--- src/rtl/clk_wiz_ctrl.sv ---
// Sequencer for the ip_clk_wiz clocking block: pulses the wizard reset, waits for
// lock with timeout and bounded retries, then releases downstream reset after a settle window.
//
// state     | meaning
// ----------+----------------------------------------------------------
// RESET_WIZ | wizard held in reset for RST_HOLD_CYCLES
// WAIT_LOCK | wizard running, waiting for synchronized lock
// SETTLE    | lock seen, must stay high for SETTLE_CYCLES
// RUN       | downstream released, watching for lock loss
// FAIL      | retries exhausted, wizard held in reset until restart
module clk_wiz_ctrl #(
    parameter int unsigned RST_HOLD_CYCLES = 16,
    parameter int unsigned LOCK_TIMEOUT    = 65536,
    parameter int unsigned SETTLE_CYCLES   = 1024,
    parameter int unsigned MAX_RETRY       = 3,
    parameter int unsigned TIMER_W         = 24
) (
    input  logic       i_clk,
    input  logic       i_sys_rst,
    input  logic       i_locked,
    input  logic       i_restart_req,
    output logic       o_wiz_rst,
    output logic       o_rst_n_out,
    output logic       o_sys_ready,
    output logic       o_fail,
    output logic [3:0] o_retry_cnt,
    output logic [7:0] o_lock_loss_cnt,
    output logic [2:0] o_state_dbg
);

    typedef enum logic [2:0] {
        ST_RESET_WIZ = 3'd0,
        ST_WAIT_LOCK = 3'd1,
        ST_SETTLE    = 3'd2,
        ST_RUN       = 3'd3,
        ST_FAIL      = 3'd4
    } state_t;

    // Timer holds (cycles spent in state - 1) just before the leaving edge.
    localparam logic [TIMER_W-1:0] HOLD_TC   = TIMER_W'(RST_HOLD_CYCLES - 1);
    localparam logic [TIMER_W-1:0] TO_TC     = TIMER_W'(LOCK_TIMEOUT - 1);
    localparam logic [TIMER_W-1:0] SETTLE_TC = TIMER_W'(SETTLE_CYCLES - 1);
    localparam logic [3:0]         RETRY_MAX = 4'(MAX_RETRY);

    state_t             r_state;
    logic [TIMER_W-1:0] r_timer;
    logic               r_sync1;
    logic               r_sync2;
    logic [3:0]         r_retry;
    logic [7:0]         r_lloss;
    logic               r_wiz_rst;
    logic               r_rst_n;
    logic               r_ready;
    logic               r_fail;

    state_t             w_state_nxt;
    logic               w_fail_path;
    logic               w_timer_clr;
    logic [3:0]         w_retry_nxt;
    logic [7:0]         w_lloss_nxt;
    logic               w_wiz_rst_nxt;
    logic               w_rst_n_nxt;
    logic               w_ready_nxt;
    logic               w_fail_nxt;

    always_ff @(posedge i_clk) begin
        if (!i_sys_rst) begin
            r_sync1 <= 1'b0;
            r_sync2 <= 1'b0;
        end else begin
            r_sync1 <= i_locked;
            r_sync2 <= r_sync1;
        end
    end

    always_comb begin
        w_state_nxt = r_state;
        w_retry_nxt = r_retry;
        w_lloss_nxt = r_lloss;
        w_fail_path = 1'b0;
        if (i_restart_req) begin
            w_state_nxt = ST_RESET_WIZ;
            w_retry_nxt = 4'd0;
        end else begin
            case (r_state)
                ST_RESET_WIZ: begin
                    if (r_timer == HOLD_TC) w_state_nxt = ST_WAIT_LOCK;
                end
                ST_WAIT_LOCK: begin
                    if (r_sync2)               w_state_nxt = ST_SETTLE;
                    else if (r_timer == TO_TC) w_fail_path = 1'b1;
                end
                ST_SETTLE: begin
                    if (!r_sync2) begin
                        w_fail_path = 1'b1;
                    end else if (r_timer == SETTLE_TC) begin
                        w_state_nxt = ST_RUN;
                        w_retry_nxt = 4'd0;
                    end
                end
                ST_RUN: begin
                    // Lock loss in RUN restarts the wizard without spending a retry.
                    if (!r_sync2) begin
                        w_state_nxt = ST_RESET_WIZ;
                        if (r_lloss != 8'hFF) w_lloss_nxt = r_lloss + 8'd1;
                    end
                end
                ST_FAIL: begin
                    w_state_nxt = ST_FAIL;
                end
                default: begin
                    w_state_nxt = ST_RESET_WIZ;
                end
            endcase
            if (w_fail_path) begin
                if (r_retry == RETRY_MAX) begin
                    w_state_nxt = ST_FAIL;
                end else begin
                    w_state_nxt = ST_RESET_WIZ;
                    w_retry_nxt = r_retry + 4'd1;
                end
            end
        end
    end

    always_comb begin
        w_timer_clr   = i_restart_req || (w_state_nxt != r_state);
        w_wiz_rst_nxt = (w_state_nxt == ST_RESET_WIZ) || (w_state_nxt == ST_FAIL);
        w_rst_n_nxt   = (w_state_nxt == ST_RUN);
        w_ready_nxt   = (w_state_nxt == ST_RUN);
        w_fail_nxt    = (w_state_nxt == ST_FAIL);
    end

    always_ff @(posedge i_clk) begin
        if (!i_sys_rst) begin
            r_state   <= ST_RESET_WIZ;
            r_timer   <= '0;
            r_retry   <= 4'd0;
            r_lloss   <= 8'd0;
            r_wiz_rst <= 1'b1;
            r_rst_n   <= 1'b0;
            r_ready   <= 1'b0;
            r_fail    <= 1'b0;
        end else begin
            r_state   <= w_state_nxt;
            r_retry   <= w_retry_nxt;
            r_lloss   <= w_lloss_nxt;
            r_wiz_rst <= w_wiz_rst_nxt;
            r_rst_n   <= w_rst_n_nxt;
            r_ready   <= w_ready_nxt;
            r_fail    <= w_fail_nxt;
            // Saturate so long stays in RUN/FAIL never wrap into a false terminal count.
            if (w_timer_clr)          r_timer <= '0;
            else if (r_timer != '1)   r_timer <= r_timer + 1'b1;
        end
    end

    assign o_wiz_rst       = r_wiz_rst;
    assign o_rst_n_out     = r_rst_n;
    assign o_sys_ready     = r_ready;
    assign o_fail          = r_fail;
    assign o_retry_cnt     = r_retry;
    assign o_lock_loss_cnt = r_lloss;
    assign o_state_dbg     = r_state;

endmodule

--- config.mk ---
export PLATFORM = sky130hd
export DESIGN_NAME = clk_wiz_ctrl
export DESIGN_NICKNAME = d
export VERILOG_FILES = /design/src/rtl/clk_wiz_ctrl.sv
export SDC_FILE = /design/constraint.sdc
export NUM_CORES = 1
export LEC_CHECK = 0
export BUFFER_PORTS_ARGS = -buffer_cell sky130_fd_sc_hd__buf_2
export CAP_MARGIN = 10
export CORE_UTILIZATION = 52
export CTS_CLUSTER_SIZE = 40
export DETAILED_ROUTE_END_ITERATION = 16
export GPL_TIMING_DRIVEN = 0
export PLACE_DENSITY = 0.79
export SLEW_MARGIN = 30
export SYNTH_ARGS = -nofsm -noshare
export SYNTH_HDL_FRONTEND = slang
export SYNTH_SLANG_ARGS = --single-unit
export TNS_END_PERCENT = 50
--- constraint.sdc ---
create_clock -name i_clk -period 2.04 [get_ports i_clk]
set_input_delay 0.408 -clock i_clk [delete_from_list [all_inputs] [get_ports i_clk]]
set_output_delay 0.408 -clock i_clk [all_outputs]
set_load 0.02 [all_outputs]
# After elaboration in Yosys (flattened, before gate mapping)
# Index checks and enable logic that the tools add are counted.
dict set report word_totals {
  output_inout_bits 19
  input_bits 4
  ff_bits 44
  elab_cells 54
}
dict set report classes {
  n_addsub 3
  n_eq_ne 13
  muxes 19
  n_bitwise 3
  reduce_logical 7
}
# op count
set op_table {}
lappend op_table {{24-bit by 1-bit adder with 24-bit output, second input constant} 1}
lappend op_table {{24-bit by 10-bit equality test with 1-bit output, second input constant} 1}
lappend op_table {{24-bit by 16-bit equality test with 1-bit output, second input constant} 1}
lappend op_table {{24-bit by 4-bit equality test with 1-bit output, second input constant} 1}
lappend op_table {{3-bit two-way mux} 8}
lappend op_table {{24-bit != test, second input constant} 1}
lappend op_table {{4-bit two-way mux} 5}
lappend op_table {{3-bit case mux with 5 select lines} 1}
lappend op_table {{3-bit by 2-bit equality test with 1-bit output, second input constant} 3}
lappend op_table {{8-bit by 1-bit adder with 8-bit output, second input constant} 1}
lappend op_table {{8-bit != test, second input constant} 1}
lappend op_table {{3-bit equality test, second input constant} 2}
lappend op_table {{3-bit logical NOT} 2}
lappend op_table {{4-bit by 1-bit adder with 4-bit output, second input constant} 1}
lappend op_table {{4-bit by 2-bit equality test with 1-bit output, second input constant} 1}
lappend op_table {{1-bit two-way mux} 4}
lappend op_table {{4-bit AND reduction} 1}
lappend op_table {{2-bit OR reduction} 2}
lappend op_table {{3-bit by 1-bit equality test with 1-bit output, second input constant} 1}
lappend op_table {{3-bit != test} 1}
lappend op_table {{1-bit NOT} 3}
lappend op_table {{1-bit logical OR} 2}
lappend op_table {{1-bit case mux with 2 select lines} 1}

# Depth between registers and ports, before layout
# Gate-level depths: netlist of the first run.
dict set report depth {
  word_depth 10
  ltp_mapped 8
  ltp_nobuf 6
}

# Worst setup path after synthesis of the first run
# No wires, ideal clock.
dict set report synth_path {
  path_kind {flip-flop to flip-flop}
  start {reg r_state[1], in the netlist o_state_dbg[1]}
  end {reg r_timer[11]}
  setup_slack_ps 3
  stages_incl_launch_ff 8
  required_time_ps 1912
  synth_period_minus_slack_ps 2037
  arrival_time_ps 1908
  path_cell_list {dfxtp_1 clkbuf_1 nor3b_1 nand3_1 a2111oi_0 a211o_1 buf_2 a31oi_1}
}
dict set report synth_via {
  elab_chain_cells 8
  elab_cells_between_ends 18
}
# element line
set synth_rtl {}
lappend synth_rtl {{start, declared} 45} ;# state_t r_state;
lappend synth_rtl {{start signal, assigned} 145} ;# r_state <= w_state_nxt;
lappend synth_rtl {{3-bit by 2-bit equality test with 1-bit output, or another cell as far along} 85} ;# case (r_state)
lappend synth_rtl {{1-bit case mux with 2 select lines / 3-bit two-way mux (equally long branches)} {85, 94}}
lappend synth_rtl {{1-bit two-way mux / 3-bit case mux with 5 select lines (equally long branches)} {81, 85}}
lappend synth_rtl {{3-bit two-way mux} 115} ;# if (w_fail_path) begin
lappend synth_rtl {{3-bit two-way mux} 81} ;# if (i_restart_req) begin
lappend synth_rtl {{3-bit != test (*)} 127} ;# w_timer_clr = i_restart_req || (w_state_nxt != r_state);
lappend synth_rtl {{1-bit logical OR (*)} 127}
lappend synth_rtl {{2-bit OR reduction (no line) (*)} --}
lappend synth_rtl {{end signal, assigned} 154} ;# else if (r_timer != '1) r_timer <= r_timer + 1'b1;
lappend synth_rtl {{end, declared} 46} ;# logic [TIMER_W-1:0] r_timer;
# Every way passes the cells marked *; elsewhere a longest branch is shown, timed or not. The select of a mux whose other input is x is not followed.
# A chain may end at the register's enable or synchronous reset.

# Worst setup path in the final report of the first run
dict set report layout_path {
  start {reg r_timer[0]}
  end {reg r_timer[6]}
}
dict set report layout_via {
  elab_chain_cells 10
  elab_cells_between_ends 18
}
# element line
set layout_rtl {}
lappend layout_rtl {{24-bit by 16-bit equality test with 1-bit output} 91} ;# else if (r_timer == TO_TC) w_fail_path = 1'b1;
lappend layout_rtl {{1-bit two-way mux} 91}
lappend layout_rtl {{1-bit two-way mux} 90} ;# if (r_sync2) w_state_nxt = ST_SETTLE;
lappend layout_rtl {{1-bit case mux with 2 select lines} 85}
lappend layout_rtl {{1-bit two-way mux} 81}
lappend layout_rtl {{3-bit two-way mux} 115}
lappend layout_rtl {{3-bit two-way mux} 81}
lappend layout_rtl {{3-bit != test} 127}
lappend layout_rtl {{1-bit logical OR} 127}
lappend layout_rtl {{2-bit OR reduction (no line)} --}
# Several ways; a longest one is shown, not always the timed one. The select of a mux whose other input is x is not followed.

==> results.toml, run 1 <==
[run_status]
outcome = "finished, final reports clean"

[power_and_ir_drop]
total_power_uw = 1480
power_density_nw_per_um2 = 554
vdd.ir_drop.worst_mv = 0.386
total_leakage_power_uw = 0.00102

[route]
ant_nets = 0
dr.pass1.iters = 4
vias_per_cell = 5.97
remaining_drc_errors = 0
wirelength_um = 5090
drt_iter0_drc = 138
vias = 2048
wl_per_cell_um = 14.8

[synth]
synth_edf_count = 0
netlist_area_um2 = 2190
ys.warnings.count = 0
ys_ff_latch = 44
ys_types = 47
ys_seq_area_frac = 0.402
synthArstFlopShare = 0
synthCells = 256
synth-main-ff-cell = "dfxtp_1"
syn_nets = 263
avgSynthCellArea_um2 = 8.56

[placement]
port_buffers = 22
dp_hpwl_um = 3230
gp_congestion = 0.844

[sta]
setup_viol = 0
drv_slew = 0
worst_pin_slew_ps = 455
finalCritPeriodShare = 0.975
max_freq_mhz = 503
fin_crit_ps = 1990
worst_clock_skew_ps = 3.91
slew_headroom = 0.696
hold_violations = 0

[critical_path]
slowest_delay_ps = 560
cp-start-kind = "flip-flop"
r2r_cells = 8
endpoint_kind = "flip-flop"
crit_required_ps = 2270
path_buf_inv = 2
crit_chain = "ha_4, nand3_4, or4_4, buf_6, o21ai_4, buf_2, o21ai_0, a21oi_1"
slowest_stage = "or4_4"
crit_family = "simple AND/OR/NAND/NOR gates"
cp.depth = 8
arrival_ps = 2220
critical_path_class = "reg2reg"
cp_max_fo = 6

[clock_network]
cts_hold_buf = 0
clock_latency_ps = 300
htree_levels = 2
numClockSinks = 44
cts_tree = "yes"
clockBufferDepth = 2
numCtsBuffers = 5
clk_pin_slew_ps = 80
cts_root_buf = "clkbuf_8"

[global_route]
grt_pass1_vias = 1782
grt_max_degree = 14
track_usage = 0.241
antenna_found_initial = 0
grt_pass1_wl_um = 8090
overflow = 0

[worst_hold_path]
hold_class = "in2reg"
whs_path_depth = 2

[cells_and_area]
multi_input_area_um2 = 1380
register_area_um2 = 898
nets = 299
fin_util = 0.664
layout-area-overhead-vs-synth_pct = 22.1
n_fill_cell = 335
layout-drive-gt1-share = 0.246
antenna_cells = 0

[job]
maxCapViolCount = 0

[floorplan]
die-area_um2 = 4480
die_y_um = 66.9
start_util = 0.544
core_um2 = 4030
io_pins = 23
die_w_um = 66.9
rows = 23
[stage by stage]
step / cells / area [um^2] / hold slack (ps) / TNS [ps] / worst slack (ps)
floorplan: 256 / 2190 / 412 / 0 / 3.40
finish: 343 / 2680 / 307 / 0 / 50.8
detailed placement: 328 / 2360 / 432 / -10920 / -442
global placement: 328 / 2360 / 432 / -9920 / -407
CTS: 334 / 2550 / 305 / 0 / 13.1
global route: 343 / 2680 / 338 / -283 / -44.0
[cells in the final DEF (no fill, tap or decap), drive strengths merged, types with 6 or more instances in the layout]
| master | count |
|---|---|
| a21oi | 17 |
| and2 | 9 |
| and3 | 10 |
| buf | 35 |
| clkbuf | 10 |
| dfxtp | 44 |
| nand2 | 19 |
| nand3 | 17 |
| nand4 | 7 |
| nor2 | 15 |
| nor3 | 10 |
| nor4 | 6 |
| o211ai | 6 |
| o21ai | 14 |
| or3 | 10 |
| xnor2 | 7 |
| xor2 | 8 |
[worst reg2reg max path, cell delays in order, from the launching register on]
cell     delay, ps
dfxtp_4        380
ha_4           160
nand3_4        100
or4_4          560
buf_6          160
o21ai_4        160
buf_2          170
o21ai_0         90
a21oi_1        130
[report_power, final]
group | internal (uW) | leakage, uW | total, uW | switching (uW)
clock | 271 | 0.0000510 | 579 | 309
sequential | 859 | 0.000360 | 864 | 4.79
combinational | 15.2 | 0.000610 | 39.1 | 23.9
total | 1140 | 0.00102 | 1480 | 337
[layout make-up]
cell class                      count  area share
Clock buffer                        6      0.0309
Multi-Input combinational cell    198       0.514
Inverter                            4     0.00561
Clock inverter                      2     0.00374
Sequential cell                    44       0.336
Buffer                              8      0.0215
Timing Repair Buffer               31      0.0655
Tap cell                           50      0.0234
[flip-flops by register name, indices dropped and copies added (netlist names)]
name / flops
o_fail: 1
o_lock_loss_cnt: 8
o_retry_cnt: 4
o_state_dbg: 3
o_sys_ready: 1
o_wiz_rst: 1
r_sync1: 1
r_sync2: 1
r_timer: 24
[timing repair]
| item | in CTS | in global routing |
|---|---|---|
| pin swaps | 2 | 8 |
| buffers inserted | 1 | 7 |
| endpoints found under the hold margin | 0 | 0 |
| endpoints found under the setup margin | 34 | 36 |
| cloned | 0 | 2 |
| resized for setup | 19 | 19 |
[kinds of logic after synthesis]
logic type               share of synthesized area
AO/OA/AOI/OAI                                0.163
XOR/XNOR                                    0.0599
adder cells (fa/ha/maj)                     0.0171
buffers and inverters                       0.0308
flip-flops                                   0.402
multiplexers                               0.00913
AND/OR/NAND/NOR                              0.318
[synthesized netlist by cell type, drive strengths merged (8+ instances only)]
master | instances | area share
and2 | 9 | 0.026
dfxtp | 44 | 0.40
nand2 | 19 | 0.033
or3 | 10 | 0.029
xor2 | 8 | 0.032
and3 | 10 | 0.029
a21oi | 17 | 0.039
nor2 | 15 | 0.026
nor3 | 10 | 0.023
o21ai | 14 | 0.034
nand3 | 17 | 0.039
[routing by layer]
| metal | global-route usage | vias to the layer above | routed length, um |
|---|---|---|---|
| met2 | 0.374 | 55 | 2430 |
| met3 | 0.0565 | 12 | 208 |
| met1 | 0.314 | 965 | 2360 |
| met5 | 0 | - | 0 |
| li1 | - | 1016 | - |
| met4 | 0.106 | 0 | 98 |
[final timing paths]
kind | from | end | slack [ps]
hold / removal | i_locked | r_sync1 | 310
hold reg to reg | r_sync1 | r_sync2 | 460
setup / recovery | r_timer[0] | r_timer[6] | 50
setup reg to reg | r_timer[0] | r_timer[6] | 50
Note: power is estimated with default switching activity, not from simulation.
==> run 2, diff against run 1 <==
--- a/config.mk
+++ b/config.mk
@@ -12,6 +12,7 @@
 export DETAILED_ROUTE_END_ITERATION = 16
 export GPL_TIMING_DRIVEN = 0
 export PLACE_DENSITY = 0.79
+export SETUP_SLACK_MARGIN = 0.2
 export SLEW_MARGIN = 30
 export SYNTH_ARGS = -nofsm -noshare
 export SYNTH_HDL_FRONTEND = slang
==> results.toml, run 2 (synthesis results as in run 1) <==
[run_status]
outcome = "finished, final reports clean"

[floorplan]
die_w_um = 66.9
start_util = 0.544
io_pins = 23
die_y_um = 66.9
core_um2 = 4030
rows = 23
die-area_um2 = 4480

[route]
remaining_drc_errors = 0
wl_met3_um = 315
drt_iter0_drc = 110
wl_met2_um = 3250
vias = 2198
top_layer_used = "met4"
dr.pass1.iters = 4
drt-met1-wl_um = 2590
ant_nets = 0
wirelength_um = 6260
vias_per_cell = 5.96
wl_per_cell_um = 17.0

[sta]
setup_viol = 0
worst_clock_skew_ps = 4.48
slew_headroom = 0.684
drv_slew = 0
max_freq_mhz = 512
worst_pin_slew_ps = 472
setup_tns_ps = 0
fin_crit_ps = 1950
holdWs_ps = 314
hold_violations = 0
finalCritPeriodShare = 0.957
grt_setup_unrepaired = "yes"

[cells_and_area]
multi_input_area_um2 = 1510
fin_cells = 369
n_fill_cell = 264
final_common_cell = "buf_4"
regMostFlops = "r_timer"
layout-drive-gt1-share = 0.408
antenna_cells = 0
layout-area-overhead-vs-synth_pct = 41.9
final_cell_mix = "buf_4 (28), dfxtp_1 (25), buf_2 (23)"
register_area_um2 = 927
largest_reg_flops = 24
nets = 325

[power_and_ir_drop]
total_power_uw = 1520
power_density_nw_per_um2 = 490
vdd.ir_drop.worst_mv = 0.398
total_leakage_power_uw = 0.00124

[placement]
port_buffers = 22
gp_congestion = 0.850
dp_hpwl_um = 3200
placed_cells = 328

[critical_path]
cp_max_fo = 6
crit_family = "simple AND/OR/NAND/NOR gates"
crit_required_ps = 2260
path_buf_inv = 2
endpoint_kind = "flip-flop"
crit_chain = "ha_4, nand3_4, or4_4, buf_8, o21ai_4, buf_4, o31ai_1, a21oi_1"
cp-start-kind = "flip-flop"
slowest_delay_ps = 500
arrival_ps = 2180
critical_path_class = "reg2reg"
slowest_stage = "or4_4"

[global_route]
overflow = 0
track_usage = 0.260
grt_pass1_vias = 1952
antenna_found_initial = 0
grt_pass1_wl_um = 8590
grt_max_degree = 14

[worst_hold_path]
hold_class = "in2reg"

[clock_network]
numClockSinks = 44
cts_tree = "yes"
clock_latency_ps = 300
htree_levels = 2
clockBufferDepth = 2
cts_root_buf = "clkbuf_8"
numCtsBuffers = 5
clk_pin_slew_ps = 80

[job]
maxCapViolCount = 0
run 2: cell types whose count changed in the layout (fill, tap and decap cells not counted), moves of 4 or more:
cell	change
dfxtp_2	+5
nor2_1	-6
dfxtp_1	-11
buf_4	+18
nor2_2	+5
buf_6	+7
dfxtp_4	+6
nand3_2	+4
nand3_1	-4
run 2: final timing paths:
kind,end,from,depth (start not counted),slack [ps]
worst max register to register,r_timer[9],r_timer[0],8,90
worst min register to register,r_sync2,r_sync1,1,440
worst min-delay path,r_sync1,i_locked,2,310
worst max-delay path,r_timer[9],r_timer[0],8,90
run 2: repair_timing:
item	4_1_cts	5_1_grt
resized for setup	54	43
endpoints found under the setup margin	39	37
setup buffers	17	13
cloned	3	0
hold buffers	0	0
pin swaps	17	16
run 2: final cells by class:
cell class	count	area share
plain buffers	11	0.0390
repair buffers	55	0.120
well taps	50	0.0201
flip-flops and latches	44	0.298
multi-input cells	197	0.485
clock buffers	7	0.0314
inverters	4	0.00483
clock inverters	1	0.00161
run 2: worst register-to-register path, stage by stage, from the launching register on:
cell and delay [ps]:
dfxtp_4 380, ha_4 160, nand3_4 80, or4_4 500, buf_8 160, o21ai_4 160
buf_4 160, o31ai_1 100, a21oi_1 170
run 2: power breakdown:
group	internal [uW]	switching [uW]
Sequential	851	4.20
Clock	314	294
Combinational	27.9	33.4
run 2: per-stage QoR:
step	cell area, um^2	util	worst slack (ps)
after floorplan	2240	-	183
after global placement	2410	0.598	-101
after detailed placement	2410	0.598	-114
after CTS	2870	0.711	163
after global routing	3110	0.772	35.1
final	3110	0.772	87.5
run 2: layer usage:
metal,vias to the layer above,track usage
met4,0,0.0957
met5,-,0
li1,1068,-
met2,69,0.439
met1,1050,0.305
met3,11,0.0805
